--- src/rtl/fakeram_port_driver.sv ---
// Port driver for a single-port fake SRAM macro.
// After reset it can zero-fill the whole array. It then accepts read and
// write requests, drives the SRAM from registered outputs, and returns read
// data through a 4-entry response FIFO with valid/yumi handshaking.
module fakeram_port_driver #(
  parameter int els_p        = 512,
  parameter int width_p      = 64,
  parameter int addr_width_p = 9,
  parameter int init_zero_p  = 1
) (
  input  logic                    clk_i,
  input  logic                    reset_i,

  input  logic                    v_i,
  output logic                    ready_o,
  input  logic                    w_i,
  input  logic [addr_width_p-1:0] addr_i,
  input  logic [width_p-1:0]      data_i,
  input  logic [width_p-1:0]      mask_i,

  output logic                    v_o,
  output logic [width_p-1:0]      data_o,
  input  logic                    yumi_i,

  output logic                    init_done_o,

  output logic                    sram_ce_o,
  output logic                    sram_we_o,
  output logic [addr_width_p-1:0] sram_addr_o,
  output logic [width_p-1:0]      sram_wd_o,
  output logic [width_p-1:0]      sram_w_mask_o,
  input  logic [width_p-1:0]      sram_rd_i
);

  // The sweep counter relies on the array filling the whole address space.
  if (els_p != (1 << addr_width_p)) begin : g_bad_els
    $error("fakeram_port_driver: els_p must equal 2**addr_width_p");
  end

  typedef enum logic {S_INIT, S_RUN} state_e;

  localparam state_e RESET_STATE = (init_zero_p != 0) ? S_INIT : S_RUN;

  state_e                    state;
  logic [addr_width_p:0]     init_cnt;    // MSB set once every address has been written
  logic                      init_done_r;
  logic [2:0]                out_cnt;     // reads accepted but not yet consumed
  logic                      rd_pend1;    // read on the SRAM pins this cycle
  logic                      rd_pend2;    // sram_rd_i holds read data this cycle

  logic [1:0]                wr_ptr;
  logic [1:0]                rd_ptr;
  logic [2:0]                buf_cnt;
  logic [width_p-1:0]        buf_mem [4];

  logic                      accept;
  logic                      rd_accept;
  logic                      yumi_eff;

  // Credit-based acceptance: out_cnt counts in-flight plus buffered reads, so
  // the FIFO can never overflow and ready_o never depends on v_i/w_i.
  assign ready_o     = init_done_r & (out_cnt < 3'd4);
  assign accept      = v_i & ready_o;
  assign rd_accept   = accept & ~w_i;
  assign v_o         = (buf_cnt != 3'd0);
  assign yumi_eff    = yumi_i & v_o;
  assign data_o      = v_o ? buf_mem[rd_ptr] : '0;
  assign init_done_o = init_done_r;

  // Control FSM, registered SRAM drive, read pipeline and credit counter.
  always_ff @(posedge clk_i or posedge reset_i) begin
    if (reset_i) begin
      state         <= RESET_STATE;
      init_cnt      <= '0;
      init_done_r   <= 1'b0;
      out_cnt       <= '0;
      rd_pend1      <= 1'b0;
      rd_pend2      <= 1'b0;
      sram_ce_o     <= 1'b0;
      sram_we_o     <= 1'b0;
      sram_addr_o   <= '0;
      sram_wd_o     <= '0;
      sram_w_mask_o <= '0;
    end else begin
      sram_ce_o     <= 1'b0;
      sram_we_o     <= 1'b0;
      sram_addr_o   <= '0;
      sram_wd_o     <= '0;
      sram_w_mask_o <= '0;
      rd_pend1      <= 1'b0;
      rd_pend2      <= rd_pend1;

      case (state)
        S_INIT: begin
          if (init_cnt[addr_width_p]) begin
            state       <= S_RUN;
            init_done_r <= 1'b1;
          end else begin
            sram_ce_o     <= 1'b1;
            sram_we_o     <= 1'b1;
            sram_addr_o   <= init_cnt[addr_width_p-1:0];
            sram_wd_o     <= '0;
            sram_w_mask_o <= '1;
            init_cnt      <= init_cnt + 1'b1;
          end
        end
        S_RUN: begin
          init_done_r <= 1'b1;
          if (accept) begin
            sram_ce_o     <= 1'b1;
            sram_we_o     <= w_i;
            sram_addr_o   <= addr_i;
            sram_wd_o     <= w_i ? data_i : '0;
            sram_w_mask_o <= w_i ? mask_i : '0;
            rd_pend1      <= ~w_i;
          end
        end
        default: state <= RESET_STATE;
      endcase

      case ({rd_accept, yumi_eff})
        2'b10:   out_cnt <= out_cnt + 3'd1;
        2'b01:   out_cnt <= out_cnt - 3'd1;
        default: out_cnt <= out_cnt;
      endcase
    end
  end

  // Response FIFO pointers and occupancy; push and pop may coincide.
  always_ff @(posedge clk_i or posedge reset_i) begin
    if (reset_i) begin
      wr_ptr  <= '0;
      rd_ptr  <= '0;
      buf_cnt <= '0;
    end else begin
      if (rd_pend2) wr_ptr <= wr_ptr + 2'd1;
      if (yumi_eff) rd_ptr <= rd_ptr + 2'd1;
      case ({rd_pend2, yumi_eff})
        2'b10:   buf_cnt <= buf_cnt + 3'd1;
        2'b01:   buf_cnt <= buf_cnt - 3'd1;
        default: buf_cnt <= buf_cnt;
      endcase
    end
  end

  // Response FIFO storage; contents are only observed while v_o is high.
  always_ff @(posedge clk_i) begin
    if (rd_pend2) buf_mem[wr_ptr] <= sram_rd_i;
  end

endmodule

--- config.mk ---
export PLATFORM = sky130hd
export DESIGN_NAME = fakeram_port_driver
export DESIGN_NICKNAME = d
export VERILOG_FILES = /design/src/rtl/fakeram_port_driver.sv
export SDC_FILE = /design/constraint.sdc
export NUM_CORES = 1
export LEC_CHECK = 0
export BUFFER_PORTS_ARGS = -buffer_cell sky130_fd_sc_hd__buf_2
export CORE_MARGIN = 2
export CORE_UTILIZATION = 45
export DETAILED_ROUTE_END_ITERATION = 16
export PLACE_DENSITY_LB_ADDON = 0.15
export SLEW_MARGIN = 25
export SYNTH_ARGS = -nofsm -noshare
export SYNTH_HDL_FRONTEND = slang
export SYNTH_SLANG_ARGS = --single-unit
--- constraint.sdc ---
create_clock -name clk_i -period 5.25 [get_ports clk_i]
set_input_delay 1.05 -clock clk_i [delete_from_list [all_inputs] [get_ports clk_i]]
set_output_delay 1.05 -clock clk_i [all_outputs]
set_load 0.05 [all_outputs]
==> flow_metrics.tcl <==
set metrics [dict create \
    status "finished, final reports clean" \
    rsz0062_at_grt "no" \
    vdd_drop_max_mv 0.335 \
    yosysTopAreaCellShare 0.500 \
    clk_latency_ps 520 \
    die_area_sq_mm 0.0357 \
    cts_tree "done" \
    max_cap_violations 0 \
    dr.pass1.iters 4 \
    first_iter_violations 349 \
    drive_above_1_share 0.441 \
    yosysTopAreaCell "edfxtp_1" \
    pre_cts_ws_ps 1910 \
    antenna_found_initial 7 \
    antenna_left 0 \
    routabilityCongestion 0.778 \
    yosys_warnings 0 \
    most-common-layout-cells "buf_2, edfxtp_1, dfrtp_1, and3_1, and2_1" \
    worstHoldPathType "reg2reg" \
    wire_per_inst_um 19.4 \
    critPathArrivalTime_ps 2750 \
    ys_seq_area_frac 0.765 \
    final_area_sq_mm 0.0192 \
    cts_hold_buf 0 \
    grt_pass1_vias 8763 \
    dp_hpwl_um 20900 \
    synth.distinct_cells 31 \
    setup_slack_ps 1450 \
    cts_setup_buffers 0 \
    leakagePower_nw 7.99 \
    worstSetupStartpointType "register" \
    gr-total-overflow 0 \
    period_share 0.723 \
    ys_seq_elements 419 \
    cts.repair.resized 0 \
    clockRootBuffer "clkbuf_16" \
    clk_pin_slew_ps 60 \
    grt.total_usage 0.185 \
    placedCellCount 1624 \
    fin_crit_ps 3800 \
    cp_top_family "flip-flops" \
    syn2layout_area_growth_pct 25.1 \
    core-area_sq_mm 0.0336 \
    r2r.worst_path.cells 9 \
    cts_made_buffers 44 \
    rrSetupSlack_ps 2800 \
    synthTopCellsByArea "edfxtp_1, dfrtp_1, mux4_2" \
    path_cells "buf_12, mux4_2, and2_1, buf_2" \
    die_x_um 189 \
    max-slew-margin-rel 0.321 \
    final_cells 1708 \
    io_pins 412 \
    synthesis.nets 1026 \
    vias 8483 \
    syn_inst 811 \
    powerDensity_mw_per_mm2 482 \
    synth_area_sq_mm 0.0154 \
    worstHoldPathCells 0 \
    initial_core_util 0.457 \
    hold_violations 0 \
    end_kind "primary output" \
    wl_um 33100 \
    r2r_start "buf_cnt[0]$_DFFE_PP0P_" \
    criticalPathCategory "reg2out" \
    grt_max_degree 164 \
    via_per_inst 4.97 \
    cpPeakStageDelay_ps 950 \
    hp-start "rd_pend1$_DFF_PP0_" \
    clk_path_buf_depth 3 \
    die_y_um 189 \
    synthFlopType "edfxtp_1" \
    synthArstFlopShare 0.389 \
    r2r_end "out_cnt[2]$_DFFE_PP0P_" \
    hold_end "rd_pend2$_DFF_PP0_" \
    slew_violations 0 \
    htreeDepth 2 \
    worstMarginPinSlew_ps 1020 \
    clock_skew_ps 7.96 \
    synth_edf_count 256 \
    placed_cell_area_sq_mm 0.0178 \
    clock_sinks 419 \
    fin_setup_tns_ps 0 \
    fmax_ghz 0.263 \
    nets 1437 \
    crit_fanout 39 \
    cp.required_ps 4200 \
    grt_pass1_wl_um 50400 \
    cp.buffers_inverters 2 \
    setup_viol 0 \
    synth_area_per_cell_sq_um 19.0 \
    cp_slowest_cell "dfrtp_4" \
    drc_errors 0 \
    row_count 67 \
    layout_commonest_cell "buf_2" \
    port_buffers 411 \
]
[per-layer routing]
layer	vias up	GRT usage	share of wire
met5	-	0	0.0018
met4	8	0.0505	0.022
met3	59	0.0628	0.084
met2	297	0.314	0.50
met1	4233	0.226	0.39
li1	3886	-	-
[flip-flops by register name, indices dropped and copies added (netlist names)]
name           cells
buf_mem          256
sram_w_mask_o     64
sram_wd_o         64
init_cnt          10
sram_addr_o        9
buf_cnt            3
out_cnt            3
rd_ptr             2
wr_ptr             2
init_done_o        1
rd_pend1           1
rd_pend2           1
sram_ce_o          1
sram_we_o          1
state              1
[cells in the mapped netlist (all sizes together) (4+ instances only)]
| master | n |
|---|---|
| nor2 | 4 |
| inv | 11 |
| nand2 | 6 |
| a22o | 8 |
| edfxtp | 256 |
| xnor2 | 8 |
| clkbuf | 28 |
| xor2 | 9 |
| ha | 7 |
| dfrtp | 163 |
| and3 | 66 |
| and2 | 70 |
| buf | 23 |
| mux4 | 64 |
| nand4 | 4 |
| a21o | 64 |
[metrics by stage]
stage | hold slack [ps] | power, mW | utilization
2_1_floorplan | 331 | 5.85 | -
3_3_place_gp | 333 | 6.44 | 0.531
3_5_place_dp | 337 | 6.45 | 0.531
4_1_cts | 356 | 9.40 | 0.572
5_1_grt | 368 | 9.67 | 0.572
6_report | 353 | 9.27 | 0.572
[where the power goes]
group | leakage, nW | switching [mW] | internal, mW | total [mW]
Combinational | 3.14 | 1.67 | 0.909 | 2.58
Clock | 0.658 | 1.19 | 1.75 | 2.94
Sequential | 4.19 | 0.214 | 3.54 | 3.75
Total | 7.99 | 3.08 | 6.19 | 9.27
[worst max path at each step]
stage / depth (start not counted) / endpoint / from / slack, ps
3_3_place_gp: 4 / data_o[16] / rd_ptr[0]$_DFFE_PP0P_ / 1910
5_1_grt: 4 / data_o[43] / rd_ptr[0]$_DFFE_PP0P_ / 1220
6_report: 4 / data_o[16] / rd_ptr[0]$_DFFE_PP0P_ / 1450
2_1_floorplan: 1 / buf_cnt[0]$_DFFE_PP0P_ / reset_i / 2130
3_5_place_dp: 4 / data_o[16] / rd_ptr[0]$_DFFE_PP0P_ / 1910
4_1_cts: 4 / data_o[43] / rd_ptr[0]$_DFFE_PP0P_ / 1350
[cell type report]
type / count / area (sq um)
fill: 2697 / 14400
antenna: 5 / 12.5
inverter: 11 / 45.0
timing repair buffer: 416 / 2120
tap: 448 / 561
clock buffer: 56 / 1190
sequential: 419 / 11800
clock inverter: 23 / 196
multi-input combinational: 330 / 3340
[cells by family (layout without fill, tap and decap cells)]
family	Yosys count	count (layout)	share of synthesized area
flops	419	419	0.765
other cells	0	5	0
mux	67	67	0.0958
fa+ha+maj	9	9	0.00830
simple gates	163	163	0.0651
xor+xnor	17	17	0.00969
compound gates	74	74	0.0366
buf+inv	62	506	0.0190
Power figures use the tool's default switching activity.
